<file path="src/rtl/rv32_pkg.sv">
// Shared RV32I encoder types: request bundle, opcode/ALU/branch enums,
// base opcodes and immediate range limits.
package rv32_pkg;

    typedef enum logic [3:0] {
        OP_LUI    = 4'd0,
        OP_AUIPC  = 4'd1,
        OP_JAL    = 4'd2,
        OP_JALR   = 4'd3,
        OP_BRANCH = 4'd4,
        OP_LOAD   = 4'd5,
        OP_STORE  = 4'd6,
        OP_IMM    = 4'd7,
        OP_REG    = 4'd8,
        OP_LI     = 4'd9
    } opcode_e;

    typedef enum logic [3:0] {
        ALU_ADD  = 4'd0,
        ALU_SUB  = 4'd1,
        ALU_SLL  = 4'd2,
        ALU_SLT  = 4'd3,
        ALU_SLTU = 4'd4,
        ALU_XOR  = 4'd5,
        ALU_SRL  = 4'd6,
        ALU_SRA  = 4'd7,
        ALU_OR   = 4'd8,
        ALU_AND  = 4'd9
    } alu_op_e;

    // Values double as the branch funct3 field.
    typedef enum logic [2:0] {
        BR_EQ  = 3'd0,
        BR_NE  = 3'd1,
        BR_LT  = 3'd4,
        BR_GE  = 3'd5,
        BR_LTU = 3'd6,
        BR_GEU = 3'd7
    } branch_op_e;

    typedef struct packed {
        opcode_e    opcode;
        alu_op_e    alu_op;
        branch_op_e branch_op;
        logic [2:0] mem_size;
        logic [4:0] rd;
        logic [4:0] rs1;
        logic [4:0] rs2;
        logic [31:0] imm;
    } enc_req_t;

    localparam logic [31:0] NOP = 32'h0000_0013;

    localparam logic [6:0] OPC_LUI    = 7'h37;
    localparam logic [6:0] OPC_AUIPC  = 7'h17;
    localparam logic [6:0] OPC_JAL    = 7'h6F;
    localparam logic [6:0] OPC_JALR   = 7'h67;
    localparam logic [6:0] OPC_BRANCH = 7'h63;
    localparam logic [6:0] OPC_LOAD   = 7'h03;
    localparam logic [6:0] OPC_STORE  = 7'h23;
    localparam logic [6:0] OPC_IMM    = 7'h13;
    localparam logic [6:0] OPC_REG    = 7'h33;

    localparam int IMM_I_MIN = -2048;
    localparam int IMM_I_MAX = 2047;
    localparam int IMM_B_MIN = -4096;
    localparam int IMM_B_MAX = 4094;
    localparam int IMM_J_MIN = -1048576;
    localparam int IMM_J_MAX = 1048574;
    localparam int SHAMT_MAX = 31;

    function automatic logic in_range(
        input logic [31:0] v,
        input int          lo,
        input int          hi
    );
        return ($signed(v) >= lo) && ($signed(v) <= hi);
    endfunction

    function automatic logic [2:0] alu_f3(input alu_op_e op);
        logic [2:0] f3;
        f3 = 3'd0;
        unique case (op)
            ALU_ADD, ALU_SUB: f3 = 3'd0;
            ALU_SLL:          f3 = 3'd1;
            ALU_SLT:          f3 = 3'd2;
            ALU_SLTU:         f3 = 3'd3;
            ALU_XOR:          f3 = 3'd4;
            ALU_SRL, ALU_SRA: f3 = 3'd5;
            ALU_OR:           f3 = 3'd6;
            ALU_AND:          f3 = 3'd7;
            default:          f3 = 3'd0;
        endcase
        return f3;
    endfunction

endpackage

</file>
<file path="src/rtl/instr_pack.sv">
// Combinational packer: one enc_req_t to one RV32I word plus error flag.
// Illegal ops always give NOP; out-of-range immediates follow ERR_ON_TRUNC.
module instr_pack
    import rv32_pkg::*;
#(
    parameter bit ERR_ON_TRUNC = 1'b1
) (
    input  enc_req_t    req_i,
    output logic [31:0] word_o,
    output logic        err_o
);

    logic [31:0] imm;
    logic [4:0]  rd;
    logic [4:0]  rs1;
    logic [4:0]  rs2;
    logic [2:0]  ms;
    logic [31:0] raw;
    logic        illegal;
    logic        oor;
    logic [2:0]  f3;
    logic [6:0]  f7;
    logic        alu_ok;
    logic        is_shift;

    assign imm = req_i.imm;
    assign rd  = req_i.rd;
    assign rs1 = req_i.rs1;
    assign rs2 = req_i.rs2;
    assign ms  = req_i.mem_size;

    assign alu_ok   = req_i.alu_op <= ALU_AND;
    assign is_shift = req_i.alu_op inside {ALU_SLL, ALU_SRL, ALU_SRA};

    always_comb begin
        raw     = '0;
        illegal = 1'b0;
        oor     = 1'b0;
        f3      = alu_f3(req_i.alu_op);
        f7      = '0;
        unique case (req_i.opcode)
            OP_LUI, OP_AUIPC: begin
                oor = imm[11:0] != 12'h000;
                raw = {imm[31:12], rd,
                       (req_i.opcode == OP_LUI) ? OPC_LUI : OPC_AUIPC};
            end
            OP_JAL: begin
                oor = !in_range(imm, IMM_J_MIN, IMM_J_MAX) || imm[0];
                raw = {imm[20], imm[10:1], imm[11], imm[19:12],
                       rd, OPC_JAL};
            end
            OP_JALR: begin
                oor = !in_range(imm, IMM_I_MIN, IMM_I_MAX);
                raw = {imm[11:0], rs1, 3'b000, rd, OPC_JALR};
            end
            OP_BRANCH: begin
                illegal = !(req_i.branch_op inside
                            {BR_EQ, BR_NE, BR_LT, BR_GE, BR_LTU, BR_GEU});
                oor = !in_range(imm, IMM_B_MIN, IMM_B_MAX) || imm[0];
                raw = {imm[12], imm[10:5], rs2, rs1, req_i.branch_op,
                       imm[4:1], imm[11], OPC_BRANCH};
            end
            OP_LOAD: begin
                illegal = !(ms inside {3'd0, 3'd1, 3'd2, 3'd4, 3'd5});
                oor = !in_range(imm, IMM_I_MIN, IMM_I_MAX);
                raw = {imm[11:0], rs1, ms, rd, OPC_LOAD};
            end
            OP_STORE: begin
                illegal = ms > 3'd2;
                oor = !in_range(imm, IMM_I_MIN, IMM_I_MAX);
                raw = {imm[11:5], rs2, rs1, ms, imm[4:0], OPC_STORE};
            end
            OP_IMM: begin
                // No SUBI in RV32I; a negative ADDI immediate covers it.
                illegal = !alu_ok || (req_i.alu_op == ALU_SUB);
                if (is_shift) begin
                    oor = imm > 32'(SHAMT_MAX);
                    f7  = {1'b0, req_i.alu_op == ALU_SRA, 5'b0};
                    raw = {f7, imm[4:0], rs1, f3, rd, OPC_IMM};
                end else begin
                    oor = !in_range(imm, IMM_I_MIN, IMM_I_MAX);
                    raw = {imm[11:0], rs1, f3, rd, OPC_IMM};
                end
            end
            OP_REG: begin
                illegal = !alu_ok;
                f7 = {1'b0,
                      req_i.alu_op inside {ALU_SUB, ALU_SRA},
                      5'b0};
                raw = {f7, rs2, rs1, f3, rd, OPC_REG};
            end
            default: illegal = 1'b1;
        endcase
    end

    assign word_o = (illegal || (oor && ERR_ON_TRUNC)) ? NOP : raw;
    assign err_o  = illegal || oor;

endmodule

</file>
<file path="src/rtl/instr_encoder.sv">
// RV32I instruction encoder with one-word output register and handshake.
// RV32_ENC_PSEUDO_EN adds the LI pseudo-op (LUI+ADDI split via S_LI_HI).
module instr_encoder
    import rv32_pkg::*;
#(
    parameter bit ERR_ON_TRUNC = 1'b1
) (
    input  logic        clk_i,
    input  logic        rst_ni,
    input  logic        req_valid_i,
    output logic        req_ready_o,
    input  enc_req_t    req_i,
    output logic        instr_valid_o,
    input  logic        instr_ready_i,
    output logic [31:0] instr_o,
    output logic        instr_last_o,
    output logic        err_o
);

`ifdef RV32_ENC_PSEUDO_EN
    typedef enum logic [1:0] {
        S_IDLE  = 2'd0,
        S_ONE   = 2'd1,
        S_LI_HI = 2'd2
    } state_e;
`else
    typedef enum logic [0:0] {
        S_IDLE = 1'b0,
        S_ONE  = 1'b1
    } state_e;
`endif

    state_e      state_q, state_d;
    logic [31:0] word_q, word_d;
    logic        err_q, err_d;
    enc_req_t    pack_req;
    logic [31:0] pack_word;
    logic        pack_err;
    logic        accept;

`ifdef RV32_ENC_PSEUDO_EN
    logic        last_q, last_d;
    logic [11:0] lo_q, lo_d;
    logic [4:0]  lrd_q, lrd_d;
    logic        split;
    logic [19:0] li_hi;
    logic [31:0] addi_word;

    // Upper part rounds up when the low 12 bits sign-extend negative.
    assign li_hi     = req_i.imm[31:12] + {19'b0, req_i.imm[11]};
    assign addi_word = {lo_q, lrd_q, 3'b000, lrd_q, OPC_IMM};

    always_comb begin
        pack_req = req_i;
        split    = 1'b0;
        if (req_i.opcode == OP_LI) begin
            if (in_range(req_i.imm, IMM_I_MIN, IMM_I_MAX)) begin
                pack_req.opcode = OP_IMM;
                pack_req.alu_op = ALU_ADD;
                pack_req.rs1    = 5'd0;
            end else begin
                pack_req.opcode = OP_LUI;
                pack_req.imm    = {li_hi, 12'h000};
                split           = req_i.imm[11:0] != 12'h000;
            end
        end
    end
`else
    assign pack_req = req_i;
`endif

    instr_pack #(
        .ERR_ON_TRUNC(ERR_ON_TRUNC)
    ) u_pack (
        .req_i (pack_req),
        .word_o(pack_word),
        .err_o (pack_err)
    );

    assign req_ready_o = (state_q == S_IDLE) ||
                         ((state_q == S_ONE) && instr_ready_i);
    assign accept      = req_valid_i && req_ready_o;

    always_comb begin
        state_d = state_q;
        word_d  = word_q;
        err_d   = err_q;
`ifdef RV32_ENC_PSEUDO_EN
        last_d  = last_q;
        lo_d    = lo_q;
        lrd_d   = lrd_q;
`endif
        if (accept) begin
            word_d  = pack_word;
            err_d   = pack_err;
`ifdef RV32_ENC_PSEUDO_EN
            last_d  = !split;
            lo_d    = req_i.imm[11:0];
            lrd_d   = req_i.rd;
            state_d = split ? S_LI_HI : S_ONE;
`else
            state_d = S_ONE;
`endif
        end else begin
            unique case (state_q)
                S_ONE: begin
                    if (instr_ready_i) state_d = S_IDLE;
                end
`ifdef RV32_ENC_PSEUDO_EN
                S_LI_HI: begin
                    if (instr_ready_i) begin
                        state_d = S_ONE;
                        word_d  = addi_word;
                        err_d   = 1'b0;
                        last_d  = 1'b1;
                    end
                end
`endif
                default: ;
            endcase
        end
    end

    always_ff @(posedge clk_i or negedge rst_ni) begin
        if (!rst_ni) begin
            state_q <= S_IDLE;
            word_q  <= '0;
            err_q   <= 1'b0;
`ifdef RV32_ENC_PSEUDO_EN
            last_q  <= 1'b0;
            lo_q    <= '0;
            lrd_q   <= '0;
`endif
        end else begin
            state_q <= state_d;
            word_q  <= word_d;
            err_q   <= err_d;
`ifdef RV32_ENC_PSEUDO_EN
            last_q  <= last_d;
            lo_q    <= lo_d;
            lrd_q   <= lrd_d;
`endif
        end
    end

    assign instr_valid_o = state_q != S_IDLE;
    assign instr_o       = word_q;
    assign err_o         = err_q;
`ifdef RV32_ENC_PSEUDO_EN
    assign instr_last_o  = last_q;
`else
    // Every word is final; low only while reset is held.
    assign instr_last_o  = rst_ni;
`endif

endmodule

</file>
<file path="config.mk">
export PLATFORM = sky130hd
export DESIGN_NAME = instr_encoder
export DESIGN_NICKNAME = d
export VERILOG_FILES = /design/src/rtl/rv32_pkg.sv /design/src/rtl/instr_pack.sv /design/src/rtl/instr_encoder.sv
export SDC_FILE = /design/constraint.sdc
export NUM_CORES = 1
export LEC_CHECK = 0
export BUFFER_PORTS_ARGS = -buffer_cell sky130_fd_sc_hd__buf_2
export CAP_MARGIN = 40
export CORE_MARGIN = 4
export CORE_UTILIZATION = 52
export CTS_BUF_LIST = sky130_fd_sc_hd__clkbuf_8
export CTS_CLUSTER_DIAMETER = 80
export DETAILED_ROUTE_END_ITERATION = 10
export PLACE_DENSITY = 0.83
export SLEW_MARGIN = 5
export SYNTH_ARGS = -nofsm -noshare
export SYNTH_HDL_FRONTEND = slang
export SYNTH_HIERARCHICAL = 1
export SYNTH_SLANG_ARGS = --single-unit
</file>
<file path="constraint.sdc">
create_clock -name clk_i -period 1.55 [get_ports clk_i]
set_input_delay 0.0775 -clock clk_i [delete_from_list [all_inputs] [get_ports clk_i]]
set_output_delay 0.0775 -clock clk_i [all_outputs]
set_load 0.01 [all_outputs]
</file>
==> results of run 1 <==
[cells in the mapped netlist (2+ instances only)]
| cell | count |
|---|---|
| sky130_fd_sc_hd__nor2b_1 | 4 |
| sky130_fd_sc_hd__buf_1 | 3 |
| sky130_fd_sc_hd__xor2_1 | 2 |
| sky130_fd_sc_hd__nor2_1 | 45 |
| sky130_fd_sc_hd__a31oi_1 | 7 |
| sky130_fd_sc_hd__nand2_1 | 8 |
| sky130_fd_sc_hd__nand3b_1 | 2 |
| sky130_fd_sc_hd__or2_2 | 2 |
| sky130_fd_sc_hd__nand4_1 | 10 |
| sky130_fd_sc_hd__nor2_4 | 9 |
| sky130_fd_sc_hd__clkbuf_1 | 6 |
| sky130_fd_sc_hd__mux2i_1 | 6 |
| sky130_fd_sc_hd__a22oi_1 | 16 |
| sky130_fd_sc_hd__a21oi_1 | 20 |
| sky130_fd_sc_hd__nor3_1 | 10 |
| sky130_fd_sc_hd__mux2_4 | 30 |
| sky130_fd_sc_hd__nor4_1 | 7 |
| sky130_fd_sc_hd__and3_1 | 2 |
| sky130_fd_sc_hd__nand2b_1 | 5 |
| sky130_fd_sc_hd__inv_1 | 3 |
| sky130_fd_sc_hd__buf_12 | 4 |
| sky130_fd_sc_hd__o211ai_1 | 2 |
| sky130_fd_sc_hd__a211oi_1 | 2 |
| sky130_fd_sc_hd__buf_6 | 3 |
| sky130_fd_sc_hd__buf_2 | 2 |
| sky130_fd_sc_hd__buf_4 | 3 |
| sky130_fd_sc_hd__dfrtp_1 | 34 |
| sky130_fd_sc_hd__o21ai_0 | 7 |
| sky130_fd_sc_hd__nand3_1 | 3 |
| sky130_fd_sc_hd__mux2_2 | 5 |
[kinds of logic (layout without fill, tap and decap cells)]
| family | Yosys count | in the layout | share of synthesized area (%) |
|---|---|---|---|
| and+or+nand+nor | 116 | 116 | 23.91 |
| AOI/OAI and AO/OA | 69 | 69 | 16.86 |
| muxes | 41 | 41 | 20.59 |
| DFF | 34 | 34 | 30.91 |
| buffers and inverters | 24 | 188 | 6.954 |
| xor gates and xnor gates | 2 | 2 | 0.6365 |
| other | 1 | 2 | 0.1362 |
[flip-flops by register name, summed over array words and instances, names as in the netlist]
register       flops
err_o              1
instr_valid_o      1
instr_o           32
[stage by stage]
stage	cell area [µm²]	power [µW]
2_1_floorplan	2803	1500
3_3_place_gp	3742	1848
3_5_place_dp	3742	1871
4_1_cts	4058	2786
5_1_grt	4254	3016
6_report	4254	2905
[cell type report]
class                   instances  area, µm²  area share [%]
multi-input cells             230       1961           46.09
repair buffers                178       1231           28.94
flip-flops and latches         34      850.8           20.00
inverters                       3      11.26          0.2647
well taps                      70      87.58           2.059
clock buffers                   6      82.58           1.941
clock inverters                 1      30.03          0.7059
[power by group]
| part | total, µW | switching, µW | internal [µW] |
|---|---|---|---|
| Combinational | 1060 | 540 | 515 |
| Sequential | 993 | 41.7 | 952 |
| Clock | 856 | 341 | 515 |
| Total | 2900 | 923 | 1980 |
[routing by layer]
metal	part of all wire (%)	vias to the layer above	wire [µm]	GRT usage (%)
met5	0	-	0	0
met4	6.5	0	709	11.49
met3	10	84	1137	6.763
met2	47	260	5184	50.50
met1	36	1519	3934	33.96
li1	-	1389	-	-
[worst paths after layout]
kind,from,end,slack [ns],cells after the start
max reg2reg,instr_valid_o,instr_o[24],0.28,4
max,req_i[8],instr_o[4],-0.34,9
min reg2reg,instr_o[12],instr_o[12],0.51,1
max in group asynchronous,rst_ni,instr_o[29],0.85,3
min,req_valid_i,instr_valid_o,0.03,2
min in group asynchronous,rst_ni,instr_o[4],0.38,3
[repair_timing]
action                     CTS  global route
cloned                       0             1
resized for setup           40            36
hold endpoints to repair    34             0
pin swaps                    8            10
setup endpoints to repair   31            31
hold buffers                 1             0
buffers inserted             3             4
==> impl_metrics.ini, run 1 <==
[worst_setup_path]
start_kind = primary input
crit_arrival_ns = 2.07
critPathMaxStageDelay_ns = 0.34
crit_path_cell_trace = buf_8 -> nor4_4 -> buf_4 -> nand4_1 -> a22oi_2 -> o2111ai_2 -> a211o_1 -> or3_1 -> mux2_4
critical_path.top_delay_family = simple AND/OR/NAND/NOR gates
cp_data_required_time_ns = 1.73
worst-setup-path-type = primary input to flip-flop
cpMaxStageDelayCell = sky130_fd_sc_hd__a211o_1
crit_path_end_kind = flip-flop
path_buf_inv = 2
crit_fanout = 3

[detailed_routing]
finalWirelength_mm = 10.97
dr.first_iter.drc_count = 438
detailroute.via_count = 3252
vias_per_cell = 6.230
avgRoutedWirePerCell_um = 21.01
drt_pre_antenna_iters = 9
drt.antenna.violating_nets = 0
drc_errors = 0

[layout]
mostFrequentLayoutCells = sky130_fd_sc_hd__buf_2 (88), sky130_fd_sc_hd__buf_4 (73), sky130_fd_sc_hd__dfrtp_1 (34), sky130_fd_sc_hd__nor2_1 (34), sky130_fd_sc_hd__mux2_4 (32)
diodes = 0
area_delta_synth_final_pct = 54.55
nNetsFinal = 517
finish.utilization_pct = 83.29
most_common_cell_after_layout_fill_and_taps_aside = sky130_fd_sc_hd__buf_2
num-fill-cells = 279
stdcell_count = 522
drive_gt1_share_pct = 59.96

[floorplan]
start_util_pct = 53.90
die-area_mm2 = 0.006521
core_mm2 = 0.005107
fp-row-count = 26
ioPinCount = 101
die_w_um = 80.76
die_h_um = 80.76

[cts]
cts.reportedPaths.clkPinSlew_ns = 0.09
num_clock_sinks = 34
clock_tree_from_tritoncts = yes
cts_htree_levels = 2
clk_root_buffer_cell = sky130_fd_sc_hd__clkbuf_8
clock_latency_ns = 0.29
cts-root-to-sink-buffers = 2
cts_made_buffers = 5

[global_routing]
grt_antenna_before_repair = 0
grt_start_max_net_pins = 35
grt_overflow_total = 0
global_route_wire_length_before_repair_mm = 14.68
first_global_vias = 3103
grt_util_all_layers_pct = 28.81

[power]
p_leak_uw = 0.002078
pwr_density_cell_mw_per_mm2 = 682.8
peakVddDrop_v = 0.0004235

[sta]
final_cycle_share_pct = 122.0
finalCriticalPeriod_ns = 1.891
final.setup.worst_slack_ns = -0.3410
timing.clock.skew_ns = 0.01229
worst-slew-pin-transition_ns = 0.7407
timing.final.setup_violations = 31
fin_setup_tns_ns = -7.830
fin_worst_hold_slack_ns = 0.03251
final_hold_viol_count = 0
timing_max_transition_violations_final = 0
achievable-frequency_mhz = 528.8
setup_repair_after_global_routing_missed_its_margin = true
relSlewSlack_pct = 50.18

[yosys]
yosys_register_bits = 34
synth_sequential_area_ratio_pct = 30.91
postSynth.topFlopCell = sky130_fd_sc_hd__dfrtp_1
post_synth_instance_area_mm2 = 0.002753
synth_edf_count = 0
syn_area_per_cell_um2 = 9.591
synthCells = 287
async_reset_ff_share_pct = 100.0
post-synth-top-area-cell = sky130_fd_sc_hd__dfrtp_1
synth.area.top_cells = sky130_fd_sc_hd__dfrtp_1 (31%), sky130_fd_sc_hd__mux2_4 (16%), sky130_fd_sc_hd__nor2_1 (6.1%)
netlist-cell-type-count = 55
synth_top_area_share_pct = 30.91
synth.yosys.warnings = 6

[placed_design]
finalWeightedCongestion = 0.8663
post-place-cells = 508
port-buffer-count = 100
dpl_worst_slack_ns = -0.6483
dp_hpwl_mm = 6.645

[run_status]
status = finished with violations
failed_checks = setup timing

[flow_run]
max_cap_violations = 0

[hold_path]
min_path_type = primary input to flip-flop
Power figures use the tool's default switching activity.
==> run 2: changes to the inputs <==
--- a/config.mk
+++ b/config.mk
@@ -5,6 +5,7 @@
 export SDC_FILE = /design/constraint.sdc
 export NUM_CORES = 1
 export LEC_CHECK = 0
+export ABC_AREA = 1
 export BUFFER_PORTS_ARGS = -buffer_cell sky130_fd_sc_hd__buf_2
 export CAP_MARGIN = 40
 export CORE_MARGIN = 4
==> impl_metrics.ini, run 2 <==
[floorplan]
die_w_um = 82.49
start_util_pct = 55.09
die_h_um = 82.49
fp-row-count = 26
die-area_mm2 = 0.006805
ioPinCount = 101
core_mm2 = 0.005238

[cts]
clk_root_buffer_cell = sky130_fd_sc_hd__clkbuf_8
num_clock_sinks = 34
cts_htree_levels = 2
clock_latency_ns = 0.28
cts.reportedPaths.clkPinSlew_ns = 0.07
cts_made_buffers = 5
cts-root-to-sink-buffers = 2
clock_tree_from_tritoncts = yes

[sta]
final_hold_viol_count = 0
timing.clock.skew_ns = 0.004522
timing_max_transition_violations_final = 0
finalCriticalPeriod_ns = 1.440
setup_repair_after_global_routing_missed_its_margin = true
achievable-frequency_mhz = 694.4
fin_worst_hold_slack_ns = 0.09191
final_cycle_share_pct = 92.91
timing.final.setup_violations = 0
fin_setup_tns_ns = 0

[global_routing]
grt_util_all_layers_pct = 27.10
first_global_vias = 3252
grt_overflow_total = 0
global_route_wire_length_before_repair_mm = 14.32
grt_start_max_net_pins = 35
grt_antenna_before_repair = 0

[detailed_routing]
finalWirelength_mm = 9.308
drt.antenna.violating_nets = 0
detailroute.wirelength.met3_um = 734
wl_met1_mm = 3.905
drt_pre_antenna_iters = 5
dr.first_iter.drc_count = 253
met2WireLength_mm = 4.506
vias_per_cell = 5.227
detailroute.via_count = 3596
drc_errors = 0
avgRoutedWirePerCell_um = 13.53
highest_routed_metal_layer = met4

[yosys]
async_reset_ff_share_pct = 100.0
netlist-cell-type-count = 31
synthTopCellsByCount = sky130_fd_sc_hd__nand2_1 (145), sky130_fd_sc_hd__nor2_1 (62), sky130_fd_sc_hd__inv_1 (44)
synth_edf_count = 0
postSynth.topFlopCell = sky130_fd_sc_hd__dfrtp_1
yosys_register_bits = 34
synth_top_family_by_area = simple AND/OR/NAND/NOR gates
syn_area_per_cell_um2 = 6.286
yosys.area_share.adder_pct = 0
synth.yosys.warnings = 6
synth_top_area_share_pct = 29.49
synthXorXnorAreaFrac_pct = 0
post-synth-top-area-cell = sky130_fd_sc_hd__dfrtp_1
synthCells = 459
muxShareOfSynthArea_pct = 0
yosys.area_share.simple_pct = 47.70
synth_sequential_area_ratio_pct = 29.49
synth_compound_gate_area_share_pct = 11.19
synth.area.top_cells = sky130_fd_sc_hd__dfrtp_1 (29%), sky130_fd_sc_hd__nand2_1 (19%), sky130_fd_sc_hd__nor2_2 (8.2%)
most_instantiated_library_cell_after_synthesis = sky130_fd_sc_hd__nand2_1
post_synth_instance_area_mm2 = 0.002885

[power]
pwr_density_cell_mw_per_mm2 = 647.4
p_leak_uw = 0.002252
peakVddDrop_v = 0.0003353

[layout]
diodes = 0
mostFrequentLayoutCells = sky130_fd_sc_hd__nand2_1 (142), sky130_fd_sc_hd__buf_2 (100), sky130_fd_sc_hd__buf_4 (62), sky130_fd_sc_hd__nor2_1 (57)
finish.utilization_pct = 76.83
largest_reg_flops = 32
area_delta_synth_final_pct = 39.46
most_common_cell_after_layout_fill_and_taps_aside = sky130_fd_sc_hd__nand2_1
drive_gt1_share_pct = 39.00
stdcell_area_mm2 = 0.004024
nNetsFinal = 682

[placed_design]
port-buffer-count = 100
finalWeightedCongestion = 0.9504
postPlaceCellArea_mm2 = 0.003830
dp_hpwl_mm = 7.523

[worst_setup_path]
worst-setup-path-type = primary input to flip-flop
crit_fanout = 10
cp_data_required_time_ns = 1.77
start_kind = primary input
crit_path_end_kind = flip-flop
crit_arrival_ns = 1.66

[run_status]
status = finished clean

[hold_path]
min_path_type = primary input to flip-flop

[flow_run]
max_cap_violations = 0
[run 2: final timing paths]
path                                  to           from  depth (start not counted)  slack [ns]
max                          instr_o[31]      req_i[23]                         16        0.11
min                        instr_valid_o  instr_ready_i                          4        0.09
max reg2reg                   instr_o[4]  instr_valid_o                          4        0.39
min reg2reg                  instr_o[22]    instr_o[22]                          2        0.47
max in group asynchronous    instr_o[22]         rst_ni                          3        0.76
min in group asynchronous    instr_o[12]         rst_ni                          2        0.20
[run 2: per-stage QoR]
step | worst slack (ns) | power [µW] | std cells
2_1_floorplan | 0.2332 | 1497 | 460
3_5_place_dp | -0.1931 | 1902 | 677
3_3_place_gp | -0.1741 | 1874 | 677
6_report | 0.1099 | 2605 | 688
4_1_cts | 0.09007 | 2557 | 686
5_1_grt | -0.03850 | 2749 | 688
[run 2: area by class of cell]
cell class / instances / area (µm²)
clock inverters: 2 / 8.758
well taps: 70 / 87.58
fillers: 430 / 1214
multi-input cells: 357 / 1759
repair buffers: 166 / 1036
clock buffers: 6 / 82.58
inverters: 53 / 198.9
flip-flops and latches: 34 / 850.8
[run 2: layer usage]
metal / vias up / global-route usage (%)
met5: - / 0
met4: 0 / 7.516
met3: 14 / 3.471
met2: 166 / 47.68
met1: 1636 / 34.77
li1: 1780 / -
[run 2: critical path, cell delays in order]
cell and delay (ns):
sky130_fd_sc_hd__buf_2 0.11, sky130_fd_sc_hd__nor2_1 0.12, sky130_fd_sc_hd__nand2_2 0.10, sky130_fd_sc_hd__nor2_4 0.13
sky130_fd_sc_hd__and2_1 0.14, sky130_fd_sc_hd__nand2_1 0.05, sky130_fd_sc_hd__nand3_1 0.06, sky130_fd_sc_hd__nand2_1 0.06
sky130_fd_sc_hd__nand2_1 0.07, sky130_fd_sc_hd__nand2_1 0.07, sky130_fd_sc_hd__nand2_2 0.09, sky130_fd_sc_hd__nand3_4 0.12
sky130_fd_sc_hd__clkbuf_16 0.21, sky130_fd_sc_hd__nor2_2 0.09, sky130_fd_sc_hd__nand3_1 0.08, sky130_fd_sc_hd__nand2_1 0.08
[run 2: cells by family (layout without fill, tap and decap cells)]
| logic type | count (synthesis) | after routing |
|---|---|---|
| flip-flops | 34 | 34 |
| AND/OR/NAND/NOR | 307 | 307 |
| other | 1 | 2 |
| AO/OA/AOI/OAI | 48 | 48 |
| buffers and inverters | 69 | 227 |
[run 2: power breakdown]
group	leakage (µW)	switching, µW	total, µW	internal (µW)
clock network	0.0000524	310	661	351
logic	0.00174	545	940	395
registers	0.000457	41.4	1000	962
total	0.00225	896	2610	1710
[run 2: timing repair]
item / in CTS / in global routing
hold buffers: 1 / 0
endpoints found under the hold margin: 10 / 0
endpoints found under the setup margin: 0 / 29
gates resized for setup: 0 / 18
buffers inserted: 0 / 1
==> run 3: changes to the inputs <==
--- a/config.mk
+++ b/config.mk
@@ -13,6 +13,7 @@
 export CTS_BUF_LIST = sky130_fd_sc_hd__clkbuf_8
 export CTS_CLUSTER_DIAMETER = 80
 export DETAILED_ROUTE_END_ITERATION = 10
+export MAX_ROUTING_LAYER = met4
 export PLACE_DENSITY = 0.83
 export SLEW_MARGIN = 5
 export SYNTH_ARGS = -nofsm -noshare
==> impl_metrics.ini, run 3 (same netlist as run 2, synthesis figures left out) <==
[run_status]
status = finished clean

[detailed_routing]
finalWirelength_mm = 9.475
detailroute.via_count = 3577
avgRoutedWirePerCell_um = 13.81
drt_pre_antenna_iters = 8
vias_per_cell = 5.214
drc_errors = 0
dr.first_iter.drc_count = 292
drt.antenna.violating_nets = 0

[hold_path]
worst_hold_startpoint = instr_ready_i
timing.hold.worst_endpoint = instr_valid_o
worst_hold_path.num_cells = 4
min_path_type = primary input to flip-flop

[layout]
most_common_cell_after_layout_fill_and_taps_aside = sky130_fd_sc_hd__nand2_1
diodes = 0
area_delta_synth_final_pct = 40.85
drive_gt1_share_pct = 40.26
finish.utilization_pct = 77.59
num-fill-cells = 410
nNetsFinal = 680
largest_reg_flops = 32
mostFrequentLayoutCells = sky130_fd_sc_hd__nand2_1 (141), sky130_fd_sc_hd__buf_2 (97), sky130_fd_sc_hd__buf_4 (60), sky130_fd_sc_hd__nor2_1 (54), sky130_fd_sc_hd__nand3_1 (42)

[cts]
cts-root-to-sink-buffers = 2
clock_latency_ns = 0.28
clock_tree_from_tritoncts = yes
num_clock_sinks = 34
cts.reportedPaths.clkPinSlew_ns = 0.07
clk_root_buffer_cell = sky130_fd_sc_hd__clkbuf_8
cts_made_buffers = 5
cts_htree_levels = 2

[floorplan]
die_h_um = 82.49
die_w_um = 82.49
fp-row-count = 26
die-area_mm2 = 0.006805
start_util_pct = 55.09
core_mm2 = 0.005238
ioPinCount = 101

[power]
fin_total_pwr_uw = 2634
p_leak_uw = 0.002257
pwr_density_cell_mw_per_mm2 = 648.2
peakVddDrop_v = 0.0003957

[worst_setup_path]
worst-setup-path-type = primary input to flip-flop
worstRegToRegCells = 4
crit_fanout = 8
rr_endpoint = instr_o[4]
cp_data_required_time_ns = 1.77
crit_path_end_kind = flip-flop
rr_startpoint = instr_valid_o
reg2reg_setup_slack_ns = 0.42
start_kind = primary input
crit_arrival_ns = 1.75

[sta]
relSlewSlack_pct = 66.74
timing_max_transition_violations_final = 0
final_cycle_share_pct = 98.42
timing.clock.skew_ns = 0.005685
achievable-frequency_mhz = 655.5
fin_worst_hold_slack_ns = 0.08087
finalCriticalPeriod_ns = 1.525
worst-slew-pin-transition_ns = 0.4959
final_hold_viol_count = 0
setup_repair_after_global_routing_missed_its_margin = true
timing.final.setup_violations = 0

[placed_design]
dp_hpwl_mm = 7.384
port-buffer-count = 100
finalWeightedCongestion = 0.9510

[global_routing]
global_route_wire_length_before_repair_mm = 14.31
grt_overflow_total = 0
first_global_vias = 3186
grt_util_all_layers_pct = 27.83
grt_start_max_net_pins = 35
grt_antenna_before_repair = 0

[flow_run]
max_cap_violations = 0
[run 3: cell types whose count changed in the layout (fill, tap and decap cells not counted), moves of 2 or more]
cell                     before  now
sky130_fd_sc_hd__buf_4       62   60
sky130_fd_sc_hd__nor2_2      39   41
sky130_fd_sc_hd__nor2_1      57   54
sky130_fd_sc_hd__inv_1       43   41
sky130_fd_sc_hd__buf_2      100   97
sky130_fd_sc_hd__inv_2       11   13
[run 3: how the worst max path moves through the flow]
stage	cells after the start	from	end	slack, ns
final	16	req_i[25]	instr_o[8]	0.02
after global routing	16	req_i[19]	instr_o[9]	-0.06
after CTS	15	req_i[28]	instr_o[29]	0.08
after detailed placement	15	req_i[28]	instr_o[29]	-0.20
after global placement	15	req_i[17]	instr_o[12]	-0.14
after floorplan	13	req_i[59]	instr_o[21]	0.23
[run 3: report_power, final]
group | switching [µW] | total [µW] | leakage [µW] | internal [µW]
clock | 312 | 663 | 0.0000524 | 352
combinational | 558 | 968 | 0.00175 | 410
sequential | 40.4 | 1000 | 0.000457 | 962
[run 3: layout make-up]
type	count	area (µm²)	area share (%)
Timing Repair Buffer	164	1050	25.83
Sequential cell	34	850.8	20.94
Multi-Input combinational cell	357	1785	43.93
Inverter	53	198.9	4.895
Clock inverter	2	8.758	0.2155
Clock buffer	6	82.58	2.032
Tap cell	70	87.58	2.155
[run 3: repair_timing]
| action | CTS | global route |
|---|---|---|
| setup endpoints to repair | 0 | 28 |
| hold buffers | 1 | 0 |
| hold endpoints to repair | 10 | 0 |
| buffers inserted | 0 | 3 |
| gates resized for setup | 0 | 32 |
[run 3: routing by layer]
metal / global-route usage, % / share of wire, %
met1: 36.15 / 42
met2: 45.67 / 49
met3: 3.905 / 7.9
met4: 7.353 / 1.5
met5: - / 0
[run 3: critical path, stage by stage]
cell and delay (ns):
sky130_fd_sc_hd__buf_2 0.13, sky130_fd_sc_hd__nor2_2 0.12, sky130_fd_sc_hd__nand2_1 0.10, sky130_fd_sc_hd__nor2_4 0.15
sky130_fd_sc_hd__and2_4 0.15, sky130_fd_sc_hd__nand2_1 0.05, sky130_fd_sc_hd__nand3_1 0.06, sky130_fd_sc_hd__nand2_1 0.05
sky130_fd_sc_hd__nand2_1 0.07, sky130_fd_sc_hd__nand2_1 0.06, sky130_fd_sc_hd__nand2_2 0.10, sky130_fd_sc_hd__nand3_4 0.15
sky130_fd_sc_hd__clkbuf_16 0.21, sky130_fd_sc_hd__nor2_2 0.08, sky130_fd_sc_hd__nand3_1 0.08, sky130_fd_sc_hd__nand2_1 0.10
[run 3: per-stage QoR]
step           setup TNS (ns)  std cells  worst slack (ns)  instance area (µm²)
6_report                    0        686           0.02456                 4064
5_1_grt               -0.6931        686          -0.05629                 4064
4_1_cts                     0        681           0.07810                 3894
3_5_place_dp           -4.894        672           -0.2004                 3792
3_3_place_gp           -3.074        672           -0.1361                 3792
2_1_floorplan               0        460            0.2332                 2889
